$ cat src/rtl/fila_fifo.sv
// fila_fifo: small circular-buffer FIFO for low-rate control logic.
//
// Enqueue and dequeue requests are edge-triggered. A request counts once, on
// its 0->1 transition, however long it is then held high. The last dequeued
// byte and the current occupancy are held in registers and exported.
//
// Ports:
//   clk_10KHz   in   1       system clock, all state changes on rising edge
//   reset       in   1       synchronous, active-low reset
//   data_in     in   DATA_W  byte stored on an enqueue event
//   enqueue_in  in   1       enqueue request (acted on at its rising transition)
//   dequeue_in  in   1       dequeue request (acted on at its rising transition)
//   data_out    out  DATA_W  last dequeued byte, held until the next dequeue
//   len_out     out  LEN_W   number of entries currently stored (0..DEPTH)

module fila_fifo #(
  parameter int DATA_W = 8,
  parameter int DEPTH  = 8,
  parameter int LEN_W  = 8
) (
  input  logic              clk_10KHz,
  input  logic              reset,
  input  logic [DATA_W-1:0] data_in,
  input  logic              enqueue_in,
  input  logic              dequeue_in,
  output logic [DATA_W-1:0] data_out,
  output logic [LEN_W-1:0]  len_out
);

  localparam int PTR_W = (DEPTH > 1) ? $clog2(DEPTH) : 1;
  localparam logic [PTR_W-1:0] LAST_PTR  = PTR_W'(DEPTH - 1);
  localparam logic [LEN_W-1:0] FULL_LEN  = LEN_W'(DEPTH);

  logic [DATA_W-1:0] mem [DEPTH];
  logic [PTR_W-1:0]  head;
  logic [PTR_W-1:0]  tail;
  logic              enq_prev;
  logic              deq_prev;

  logic              enq_evt;
  logic              deq_evt;
  logic              is_full;
  logic              is_empty;
  logic              do_enq;
  logic              do_deq;
  logic [PTR_W-1:0]  head_next;
  logic [PTR_W-1:0]  tail_next;
  logic [LEN_W-1:0]  len_next;

  // Pointers wrap explicitly at DEPTH-1 so a non power-of-two depth still
  // behaves as a true modulo-DEPTH ring.
  function automatic logic [PTR_W-1:0] ptr_inc(input logic [PTR_W-1:0] p);
    if (p == LAST_PTR) begin
      return '0;
    end
    return p + PTR_W'(1);
  endfunction

  // Request decoding and the occupancy update.
  // The dequeue is decided first; on a full queue a simultaneous dequeue
  // frees a slot, so the enqueue is also accepted and the count stays at
  // DEPTH. On an empty queue the dequeue is dropped and only the enqueue
  // takes effect.
  always_comb begin
    enq_evt   = enqueue_in & ~enq_prev;
    deq_evt   = dequeue_in & ~deq_prev;
    is_full   = (len_out == FULL_LEN);
    is_empty  = (len_out == '0);
    do_deq    = deq_evt & ~is_empty;
    do_enq    = enq_evt & (~is_full | do_deq);
    head_next = head;
    tail_next = tail;
    len_next  = len_out;

    if (do_deq) begin
      head_next = ptr_inc(head);
    end
    if (do_enq) begin
      tail_next = ptr_inc(tail);
    end

    case ({do_enq, do_deq})
      2'b10:   len_next = len_out + LEN_W'(1);
      2'b01:   len_next = len_out - LEN_W'(1);
      default: len_next = len_out;
    endcase
  end

  // Control state: pointers, count, output byte and request history.
  // The history registers also clear on reset, so a request that is
  // already high when reset releases counts as an event on the first edge.
  always_ff @(posedge clk_10KHz) begin
    if (!reset) begin
      head     <= '0;
      tail     <= '0;
      len_out  <= '0;
      data_out <= '0;
      enq_prev <= 1'b0;
      deq_prev <= 1'b0;
    end else begin
      enq_prev <= enqueue_in;
      deq_prev <= dequeue_in;
      head     <= head_next;
      tail     <= tail_next;
      len_out  <= len_next;
      if (do_deq) begin
        data_out <= mem[head];
      end
    end
  end

  // Storage has no reset; stale contents are unreachable once the pointers
  // and the count have been cleared. When full with a simultaneous dequeue,
  // head == tail: the read above sees the old byte before this write lands.
  always_ff @(posedge clk_10KHz) begin
    if (reset && do_enq) begin
      mem[tail] <= data_in;
    end
  end

endmodule

$ cat config.mk
export PLATFORM = sky130hd
export DESIGN_NAME = fila_fifo
export DESIGN_NICKNAME = d
export VERILOG_FILES = /design/src/rtl/fila_fifo.sv
export SDC_FILE = /design/constraint.sdc
export NUM_CORES = 1
export LEC_CHECK = 0
export BUFFER_PORTS_ARGS = -buffer_cell sky130_fd_sc_hd__buf_4
export CAP_MARGIN = 10
export CORE_ASPECT_RATIO = 0.8
export CORE_MARGIN = 4
export CORE_UTILIZATION = 30
export DETAILED_ROUTE_END_ITERATION = 7
export PLACE_DENSITY = 0.48
export SETUP_SLACK_MARGIN = 0.4
export SLEW_MARGIN = 0
export SYNTH_ARGS = -nofsm -noshare
export SYNTH_HDL_FRONTEND = slang
export SYNTH_SLANG_ARGS = --single-unit
$ cat constraint.sdc
create_clock -name clk_10KHz -period 3 [get_ports clk_10KHz]
set_input_delay 0.3 -clock clk_10KHz [delete_from_list [all_inputs] [get_ports clk_10KHz]]
set_output_delay 0.3 -clock clk_10KHz [all_outputs]
set_load 0.05 [all_outputs]
-- Word level (Yosys, flattened, before mapping)
Memory sizes are Yosys's and may differ from the RTL's. A register that Yosys moved wholly into a read port is not among the register bits.
Cells that the tools add are included.
W data, S select, Z words.
- bits in registers: 16
- bits in latches: 0
- bits in writable memories: 64
- bits in read-only memories: 0
- word-level logic and storage cells: 39
- memories: 1
- memories (name ; words ; bits a word ; rd ports ; clocked after memory_dff ; wr ports ; line ; RTL):
    mem ; 8 ; 8 ; 1 ; 1 ; 1 ; 34 ; logic [DATA_W-1:0] mem [DEPTH];
- add/sub/neg operators: 4
- multiply operators: 0
- divide/modulo/power cells: 0
- magnitude comparators: 0
- equality and inequality tests: 5
- shifts and indexed selects: 0
- mux-type cells: 11
- bitwise gates (word level): 9
- reduce and logical (&&, ||, !) cells: 4
- operators with widths (operator ; number):
    $pmux W8 S2 ; 1
    $mux W3 ; 4
    $add A8 B1 Y8 const B ; 1
    $eq A8 B4 Y1 const B ; 1
    $logic_not A8 Y1 ; 1
    $sub A8 B1 Y8 const B ; 1
    $add A3 B1 Y3 const B ; 2
    $eq A3 B3 Y1 const B ; 2
    $mux W1 ; 6
    $and A1 B1 Y1 ; 4
    $not A1 Y1 ; 4
    $eq A2 B1 Y1 const B ; 1
    $eq A2 B2 Y1 const B ; 1
    $reduce_bool A2 Y1 ; 1
    $logic_and A1 B1 Y1 ; 1
    $logic_not A1 Y1 ; 1
    $or A1 B1 Y1 ; 1

-- Depth between registers and ports, before layout
Gate-level depths: netlist of the first run.
- word-level depth: 8
- depth in mapped cells: 9
- gate-level depth less buffers: 9

-- Worst setup path after synthesis of the first run
OpenSTA, ideal clock, no wires.
- path type: reg2reg
- start: register len_out[3]
- end: register len_out[6]
- arrival time: 2518 ps
- data required time: 2876 ps
- path slack: 358 ps
- cell stages (with the launch flop): 10
- path buffers: 0
- cells stage by stage: dfxtp_1 nor4_1 a211o_1 inv_1 ha_1 nor2b_1 o31a_1 mux2_2 o21ai_0 a21boi_0
- longest elaborated chain between the ends: 7
- elaborated cells on any way between the ends: 13
- those cells by class: add/sub (2); eq/ne (3); mux (1); bitwise (5); reduce/logical (2)
- ends and longest elaborated chain (item ; line ; RTL):
    from (decl) ; 27 ; output logic [LEN_W-1:0] len_out
    from (signal assigned) ; 105 ; len_out <= len_next;
    $logic_not A8 Y1 ; 68 ; is_empty = (len_out == '0);
    $not A1 Y1 ; 69 ; do_deq = deq_evt & ~is_empty;
    $and A1 B1 Y1 ; 69 ;
    $or A1 B1 Y1 ; 70 ; do_enq = enq_evt & (~is_full | do_deq);
    $and A1 B1 Y1 ; 70 ;
    $eq A2 B1 Y1 or $eq A2 B2 Y1 (tied branches) ; 82 ; case ({do_enq, do_deq})
    $pmux W8 S2 or $reduce_bool A2 Y1 (tied branches) ; n/a ;
Parallel ways exist; a longest one is shown, timed or not.
A chain may end at the register's enable or synchronous reset.

-- Final worst setup path of the first run
- start: register len_out[5]
- end: register len_out[6]
The elaborated chain is that of the path after synthesis.

==> results.py, run 1 <==
metrics = {
    "outcome": {
        "status": "complete, no violations",
    },
    "setup_path": {
        "r2r_slack_ns": 0.57,
        "path_cells": "nor4_2 > a211o_1 > buf_4 > fa_1 > nor2b_1 > o31a_1 > mux2_2 > o21ai_0 > a21boi_0",
        "reg2reg_from": "len_out[5]",
        "r2r_cells": 9,
        "crit_path_max_incr_delay_ns": 0.43,
        "r2r-end": "len_out[6]",
        "cp_data_required_time_ns": 3.22,
        "startpoint_type": "register",
        "end_kind": "register",
        "cp_slowest_cell": "dfxtp_1",
        "path_class": "register to register",
        "crit_fanout": 5,
        "worstPathArrival_ns": 2.65,
    },
    "cts": {
        "clockRootBuffer": "clkbuf_16",
        "path_clk_slew_ns": 0.06,
        "cts_max_level": 3,
        "cts_tree": "yes",
        "cts_made_buffers": 9,
        "clk_latency_ns": 0.33,
        "clock-sinks": 88,
        "postCtsHoldBufs": 0,
        "clock_path_buffers": 2,
    },
    "sta": {
        "min_period_ns": 2.43,
        "fin_worst_skew_ns": 0.00364,
        "relSlewSlack_pct": 45.8,
        "rsz0062_at_grt": "false",
        "fmax_mhz": 412,
        "tightest_slew_ns": 0.812,
        "finalSetupViolations": 0,
        "slew_viol_final": 0,
        "period_share_pct": 81.0,
        "finalHoldViolations": 0,
        "fin_ws_ns": 0.570,
        "fin_setup_tns_ns": 0,
    },
    "die": {
        "core_area_sq_um": 12200,
        "die_x_microns": 133,
        "initial_utilization_pct": 30.8,
        "io_pins": 28,
        "die-area_sq_um": 14400,
        "num_rows": 36,
        "die_h_microns": 108,
    },
    "logic_synthesis": {
        "synth_edf_count": 64,
        "yosys-top-cells-area": "edfxtp_1, dfxtp_1, mux4_2, mux2i_1, ha_1",
        "synth_area_sq_um": 3760,
        "yosys.area.top_type": "edfxtp_1",
        "syn_inst": 242,
        "ys_warn_count": 0,
        "synth_area_per_cell_sq_um": 15.5,
        "yosysSeqAreaShare_pct": 64.0,
        "synthesis.nets": 265,
        "yosysMostFrequentCell": "edfxtp_1",
        "ys_top_cells_by_count": "edfxtp_1, dfxtp_1, mux2i_1",
        "ys_ff_latch": 88,
        "synthFlopType": "edfxtp_1",
        "async_flop_share_pct": 0,
        "synth_cell_types": 39,
        "yosysTopAreaCellShare_pct": 51.2,
    },
    "routing": {
        "num_vias": 2127,
        "vias_per_cell": 4.62,
        "routed_wl_mm": 7.47,
        "dr.pass1.iters": 4,
        "drt_iter0_drc": 112,
        "ant_nets": 0,
        "wire_per_inst_microns": 16.2,
        "drcViolationCount": 0,
    },
    "min_path": {
        "min_path_type": "input pin to register",
        "hold_start": "dequeue_in",
        "worst_hold_path.endpoint": "deq_prev",
        "holdPathStages": 2,
    },
    "placement": {
        "io_buffers": 27,
        "dp_worst_setup_slack_ns": 0.377,
        "hpwl_mm": 4.91,
        "place.gp.congestion": 0.761,
    },
    "global_routing": {
        "grt_pass1_vias": 2102,
        "grt-ovfl-total": 0,
        "grt_max_degree": 29,
        "grt_pass1_wl_mm": 12.0,
        "grtUsageTotal_pct": 11.1,
        "antenna_found_initial": 0,
    },
    "cells_and_area": {
        "regArea_sq_um": 2410,
        "multi_input_area_sq_um": 1320,
        "utilization_pct": 37.1,
        "area_growth_pct": 20.5,
        "nNetsFinal": 307,
        "n_fill_cell": 1166,
        "drive_gt1_share_pct": 28.0,
        "antenna_cells": 0,
    },
    "power_and_ir_drop": {
        "ir_drop_uv": 294,
        "leakagePower_nw": 1.67,
        "total_power_mw": 4.18,
        "powerDensity_nw_per_um2": 922,
    },
    "run": {
        "drv_cap": 0,
    },
}
[through the flow]
| step | area (sq um) | std cells | hold slack, ns |
|---|---|---|---|
| after floorplan | 3760 | 242 | 0.399 |
| after global placement | 4230 | 443 | 0.468 |
| after detailed placement | 4230 | 443 | 0.481 |
| after CTS | 4510 | 460 | 0.167 |
| after global routing | 4530 | 460 | 0.166 |
| final | 4530 | 460 | 0.180 |
[layer usage]
layer	global-route usage, %	wire, microns
met1	16.5	3870
met2	15.1	3130
met3	3.86	374
met4	3.08	92
met5	0	0
[worst max path at each step]
stage                       endpoint  slack, ns  depth (start not counted)       start
after floorplan           len_out[6]       0.40                          9  len_out[4]
after global placement    len_out[6]       0.38                          9  len_out[7]
after detailed placement  len_out[6]       0.38                          9  len_out[7]
after CTS                 len_out[6]       0.51                          9  len_out[7]
after global routing      len_out[6]       0.40                          9  len_out[4]
final                     len_out[6]       0.57                          9  len_out[5]
[power breakdown]
part / internal [mW] / switching [mW] / leakage [nW]
sequential: 1.43 / 0.132 / 0.776
combinational: 0.666 / 0.927 / 0.765
clock: 0.564 / 0.454 / 0.127
[final cells by class]
| class | instances | area share (%) |
|---|---|---|
| Tap cell | 171 | 4.73 |
| Inverter | 3 | 0.249 |
| Clock buffer | 10 | 5.06 |
| Multi-Input combinational cell | 142 | 29.1 |
| Clock inverter | 6 | 0.995 |
| Timing Repair Buffer | 40 | 6.63 |
| Sequential cell | 88 | 53.2 |
[registers in the layout, summed over array words and instances, names as in the netlist]
name	count
data_out	8
len_out	8
head	3
deq_prev	1
enq_prev	1
mem	64
tail	3
[worst max-delay path: cells and delay by family (launching register included)]
family          cells  cell delay [ns]
flops               1             0.43
buf+inv             1             0.16
mux                 1             0.33
simple gates        2             0.25
fa+ha+maj           1             0.41
compound gates      4             0.72
[kinds of logic after synthesis]
group | after synthesis | synth area share (%)
flops | 88 | 64.0
mux | 36 | 15.0
buf+inv | 12 | 1.27
simple gates | 64 | 9.23
compound gates | 27 | 5.80
xor+xnor | 4 | 0.933
fa+ha+maj | 11 | 3.86
[timing repair]
action                                  CTS  global route
endpoints found under the setup margin    1             3
setup buffers                             1             0
gates resized for setup                   0             2
pin swaps                                 1             0
[cells in the final DEF, fill, tap and decap left out, types with 10 or more instances in the layout]
cell type / netlist / routed
dfxtp_1: 24 / 19
mux4_2: 16 / 16
nor2b_1: 12 / 12
buf_4: 0 / 40
edfxtp_1: 64 / 64
nand2_1: 15 / 15
ha_1: 10 / 10
mux2i_1: 19 / 19
nor2_1: 11 / 11
Note: power is estimated with default switching activity, not from simulation.
==> run 2, diff against run 1 <==
--- a/config.mk
+++ b/config.mk
@@ -11,7 +11,7 @@
 export CORE_MARGIN = 4
 export CORE_UTILIZATION = 30
 export DETAILED_ROUTE_END_ITERATION = 7
-export PLACE_DENSITY = 0.48
+export PLACE_DENSITY = 0.49
 export SETUP_SLACK_MARGIN = 0.4
 export SLEW_MARGIN = 0
 export SYNTH_ARGS = -nofsm -noshare
==> constraint.sdc (replaced) <==
create_clock -name clk_10KHz -period 2.2 [get_ports clk_10KHz]
set_input_delay 0.22 -clock clk_10KHz [delete_from_list [all_inputs] [get_ports clk_10KHz]]
set_output_delay 0.22 -clock clk_10KHz [all_outputs]
set_load 0.05 [all_outputs]
==> results.py, run 2 (synthesis gave the netlist of run 1 again) <==
metrics = {
    "cells_and_area": {
        "multi_input_area_sq_um": 1570,
        "largest_reg_flops": 64,
        "final_cells": 485,
        "final_common_cell": "edfxtp_1",
        "layout_common_cells": "edfxtp_1, buf_4, mux2i_1",
        "top_register": "mem",
        "utilization_pct": 41.6,
        "drive_gt1_share_pct": 43.6,
        "largestRegisters": "mem (64), data_out (8), len_out (8)",
        "n_fill_cell": 1110,
        "nNetsFinal": 332,
        "regArea_sq_um": 2430,
        "antenna_cells": 0,
        "area_growth_pct": 35.3,
    },
    "setup_path": {
        "path_cells": "nor4_4 > a211o_1 > inv_4 > ha_4 > nor2b_4 > o31a_1 > mux2_2 > o21ai_2 > a21boi_0",
        "cp_slowest_cell": "dfxtp_4",
        "end_kind": "register",
        "path_class": "register to register",
        "cp.depth": 9,
        "cp_top_family": "compound AO/OA/AOI/OAI gates",
        "crit_fanout": 7,
        "startpoint_type": "register",
        "startpoint": "len_out[3]",
        "crit_end": "len_out[6]",
        "r2r_slack_ns": -0.06,
        "crit_path_max_incr_delay_ns": 0.35,
        "reg2reg_from": "len_out[3]",
        "cp_data_required_time_ns": 2.42,
        "crit_buf_inv": 1,
        "r2r_cells": 9,
        "worstPathArrival_ns": 2.48,
        "r2r-end": "len_out[6]",
    },
    "die": {
        "num_rows": 36,
        "initial_utilization_pct": 30.8,
        "die-area_sq_um": 14400,
        "io_pins": 28,
        "die_h_microns": 108,
        "core_area_sq_um": 12200,
        "die_x_microns": 133,
    },
    "cts": {
        "cts_made_buffers": 9,
        "clockRootBuffer": "clkbuf_16",
        "clk_latency_ns": 0.33,
        "cts_tree": "yes",
        "clock_path_buffers": 2,
        "postCtsHoldBufs": 0,
        "path_clk_slew_ns": 0.06,
        "cts_max_level": 3,
        "clock-sinks": 88,
    },
    "sta": {
        "min_period_ns": 2.26,
        "relSlewSlack_pct": 54.4,
        "tightest_slew_ns": 0.683,
        "period_share_pct": 103,
        "finalSetupViolations": 2,
        "fin_worst_skew_ns": 0.00584,
        "fin_ws_ns": -0.0619,
        "rsz0062_at_grt": "true",
        "finalHoldViolations": 0,
        "fmax_mhz": 442,
        "slew_viol_final": 0,
    },
    "global_routing": {
        "grt_max_degree": 29,
        "grtUsageTotal_pct": 11.8,
        "grt_pass1_vias": 2213,
        "antenna_found_initial": 0,
        "grt-ovfl-total": 0,
        "grt_pass1_wl_mm": 12.7,
    },
    "power_and_ir_drop": {
        "ir_drop_uv": 413,
        "powerDensity_nw_per_um2": 1340,
        "total_power_mw": 6.82,
        "leakagePower_nw": 1.84,
    },
    "placement": {
        "numPlacedInstances": 457,
        "hpwl_mm": 5.18,
        "place.gp.congestion": 0.811,
        "io_buffers": 27,
    },
    "routing": {
        "ant_nets": 0,
        "vias_per_cell": 4.57,
        "drcViolationCount": 0,
        "dr.pass1.iters": 4,
        "routed_wl_mm": 8.09,
        "wire_per_inst_microns": 16.7,
        "drt_iter0_drc": 98,
        "num_vias": 2215,
    },
    "run": {
        "drv_cap": 0,
    },
    "outcome": {
        "status": "finished with violations",
        "violations": "negative setup slack",
    },
    "min_path": {
        "min_path_type": "input pin to register",
    },
}
-- run 2: cell types whose count changed in the layout (fill, tap and decap cells not counted), moves of 5 or more --
cell     previous run  this run
buf_4              40        49
buf_6               0        12
dfxtp_4             0         7
ha_1               10         5
ha_4                0         5
nor2_1             11         4
nor2_4              0         7
-- run 2: how the worst min path moves through the flow --
stage                          start         to  slack [ns]  cells past startpoint
after floorplan           data_in[0]  mem[0][0]        0.32                      0
after global placement    dequeue_in   deq_prev        0.45                      2
after detailed placement  dequeue_in   deq_prev        0.45                      2
after CTS                 dequeue_in   deq_prev        0.09                      2
after global routing      data_in[6]  mem[5][6]        0.11                      1
final                     dequeue_in   deq_prev        0.10                      2
-- run 2: per-stage QoR --
step	hold WS, ns	setup TNS (ns)	cell area [sq um]	setup WS (ns)
4_1_cts	0.0948	-0.0458	4980	-0.0247
2_1_floorplan	0.319	-0.158	3940	-0.100
5_1_grt	0.111	-0.304	5080	-0.141
6_report	0.104	-0.0655	5080	-0.0619
3_5_place_dp	0.448	-0.294	4530	-0.146
3_3_place_gp	0.445	-0.0899	4530	-0.0704
-- run 2: routing by layer --
metal	part of all wire, %	GRT usage (%)
met1	52	17.6
met5	0	0
met4	1.3	3.52
met2	43	16.6
met3	4.3	3.26
-- run 2: final cells by class --
| class | instances | area share (%) |
|---|---|---|
| clock inverter | 6 | 1.33 |
| tap | 171 | 4.21 |
| multi-input combinational | 143 | 30.9 |
| sequential | 88 | 47.8 |
| timing repair buffer | 64 | 11.0 |
| inverter | 3 | 0.271 |
| clock buffer | 10 | 4.50 |
-- run 2: report_power, final --
part	internal (mW)	total (mW)	switching (mW)	leakage [nW]
combinational	1.52	3.20	1.68	0.916
sequential	1.98	2.10	0.127	0.780
clock	0.886	1.51	0.624	0.139
total	4.39	6.82	2.43	1.84
-- run 2: what timing repair did --
item	in CTS	in global routing
hold endpoints to repair	0	0
gates cloned	1	0
pin swaps	16	10
buffers inserted	7	4
gates resized for setup	18	12
setup endpoints to repair	75	76
==> run 3, diff against run 2 <==
--- a/config.mk
+++ b/config.mk
@@ -12,6 +12,7 @@
 export CORE_UTILIZATION = 30
 export DETAILED_ROUTE_END_ITERATION = 7
 export PLACE_DENSITY = 0.49
+export RECOVER_POWER = 100
 export SETUP_SLACK_MARGIN = 0.4
 export SLEW_MARGIN = 0
 export SYNTH_ARGS = -nofsm -noshare
==> results.py, run 3 (synthesis gave the netlist of run 1 again) <==
metrics = {
    "outcome": {
        "status": "finished with violations",
        "violations": "negative setup slack",
    },
    "cells_and_area": {
        "final_common_cell": "edfxtp_1",
        "design_area_sq_um": 4990,
        "area_growth_pct": 32.8,
        "nNetsFinal": 332,
        "drive_gt1_share_pct": 35.7,
        "final_cells": 485,
        "largestRegisters": "mem (64), data_out (8), len_out (8)",
        "top_register": "mem",
        "antenna_cells": 0,
        "layout_common_cells": "edfxtp_1, clkbuf_1, buf_4",
        "utilization_pct": 40.9,
        "largest_reg_flops": 64,
    },
    "cts": {
        "cts_tree": "yes",
        "cts_max_level": 3,
        "clock-sinks": 88,
        "cts_made_buffers": 9,
        "clock_path_buffers": 2,
        "clk_latency_ns": 0.33,
        "postCtsHoldBufs": 0,
        "clockRootBuffer": "clkbuf_16",
        "path_clk_slew_ns": 0.06,
    },
    "setup_path": {
        "startpoint": "len_out[6]",
        "reg2reg_from": "len_out[6]",
        "cp_data_required_time_ns": 2.42,
        "r2r_slack_ns": -0.07,
        "end_kind": "register",
        "crit_path_max_incr_delay_ns": 0.36,
        "r2r_cells": 9,
        "crit_fanout": 7,
        "crit_end": "len_out[6]",
        "worstPathArrival_ns": 2.49,
        "startpoint_type": "register",
        "path_class": "register to register",
        "cp_slowest_cell": "dfxtp_4",
        "path_cells": "nor4_4 > a211o_1 > inv_4 > ha_4 > nor2b_4 > o31a_1 > mux2_2 > o21ai_2 > a21boi_0",
        "r2r-end": "len_out[6]",
    },
    "power_and_ir_drop": {
        "ir_drop_uv": 408,
        "powerDensity_nw_per_um2": 1340,
        "leakagePower_nw": 1.74,
    },
    "die": {
        "core_area_sq_um": 12200,
        "die_h_microns": 108,
        "num_rows": 36,
        "io_pins": 28,
        "initial_utilization_pct": 30.8,
        "die_x_microns": 133,
        "die-area_sq_um": 14400,
    },
    "sta": {
        "relSlewSlack_pct": 23.4,
        "holdWs_ns": 0.103,
        "fin_worst_skew_ns": 0.00578,
        "fin_setup_tns_ns": -0.0795,
        "fmax_mhz": 441,
        "slew_viol_final": 0,
        "finalHoldViolations": 0,
        "rsz0062_at_grt": "true",
        "finalSetupViolations": 2,
        "period_share_pct": 103,
        "fin_ws_ns": -0.0674,
        "min_period_ns": 2.27,
        "tightest_slew_ns": 1.15,
    },
    "placement": {
        "numPlacedInstances": 457,
        "place.gp.congestion": 0.811,
        "place_area_sq_um": 4530,
        "hpwl_mm": 5.18,
        "io_buffers": 27,
    },
    "global_routing": {
        "grt_max_degree": 29,
        "grtUsageTotal_pct": 11.8,
        "grt-ovfl-total": 0,
        "antenna_found_initial": 0,
        "grt_pass1_vias": 2213,
        "grt_pass1_wl_mm": 12.7,
    },
    "routing": {
        "drt_iter0_drc": 101,
        "vias_per_cell": 4.56,
        "ant_nets": 0,
        "num_vias": 2212,
        "routed_wl_mm": 8.12,
        "drcViolationCount": 0,
        "wire_per_inst_microns": 16.7,
        "dr.pass1.iters": 4,
    },
    "run": {
        "drv_cap": 0,
    },
    "min_path": {
        "min_path_type": "input pin to register",
    },
}
## run 3: cell count changes in the layout (fill, tap and decap cells not counted)
| cell | delta |
|---|---|
| and2_0 | +1 |
| buf_4 | -26 |
| clkbuf_2 | +1 |
| and2_1 | -1 |
| clkbuf_1 | +25 |
## run 3: cell type report
type | count | area, sq um
clock inverters | 6 | 67.6
repair buffers | 64 | 462
flip-flops and latches | 88 | 2430
well taps | 171 | 214
multi-input cells | 143 | 1570
inverters | 3 | 13.8
fillers | 1119 | 7220
clock buffers | 10 | 229
## run 3: worst max-delay path: cells and delay by family (launching register included)
| kind | cells | cell delay (ns) |
|---|---|---|
| flops | 1 | 0.36 |
| compound gates | 4 | 0.60 |
| fa+ha+maj | 1 | 0.31 |
| simple gates | 2 | 0.44 |
| mux | 1 | 0.34 |
| buf+inv | 1 | 0.11 |
## run 3: per-layer routing
layer,track usage [%],vias to the layer above,part of all wire [%]
li1,-,1075,-
met1,17.6,1082,52
met2,16.6,44,43
met3,3.26,11,4.3
met4,3.52,0,1.3
met5,0,-,0
## run 3: stage by stage
stage,total power [mW],setup slack (ns)
finish,6.69,-0.0674
global route,7.05,-0.141
CTS,6.68,-0.0247
detailed placement,4.86,-0.146
global placement,4.84,-0.0704
floorplan,3.99,-0.100
## run 3: power breakdown
| group | total (mW) | switching [mW] | internal (mW) |
|---|---|---|---|
| clock network | 1.51 | 0.626 | 0.886 |
| logic | 3.08 | 1.68 | 1.40 |
| registers | 2.10 | 0.127 | 1.98 |
## run 3: worst min path at each step
stage | startpoint | slack, ns | cells past startpoint | endpoint
5_1_grt | dequeue_in | 0.12 | 2 | deq_prev
3_5_place_dp | dequeue_in | 0.45 | 2 | deq_prev
2_1_floorplan | data_in[0] | 0.32 | 0 | mem[0][0]
3_3_place_gp | dequeue_in | 0.45 | 2 | deq_prev
4_1_cts | dequeue_in | 0.09 | 2 | deq_prev
6_report | dequeue_in | 0.10 | 2 | deq_prev
## run 3: what timing repair did
| item | in CTS | in global routing |
|---|---|---|
| pin swaps | 16 | 10 |
| buffers inserted | 7 | 4 |
| gates cloned | 1 | 0 |
| gates resized for setup | 18 | 12 |
| setup endpoints to repair | 75 | 76 |
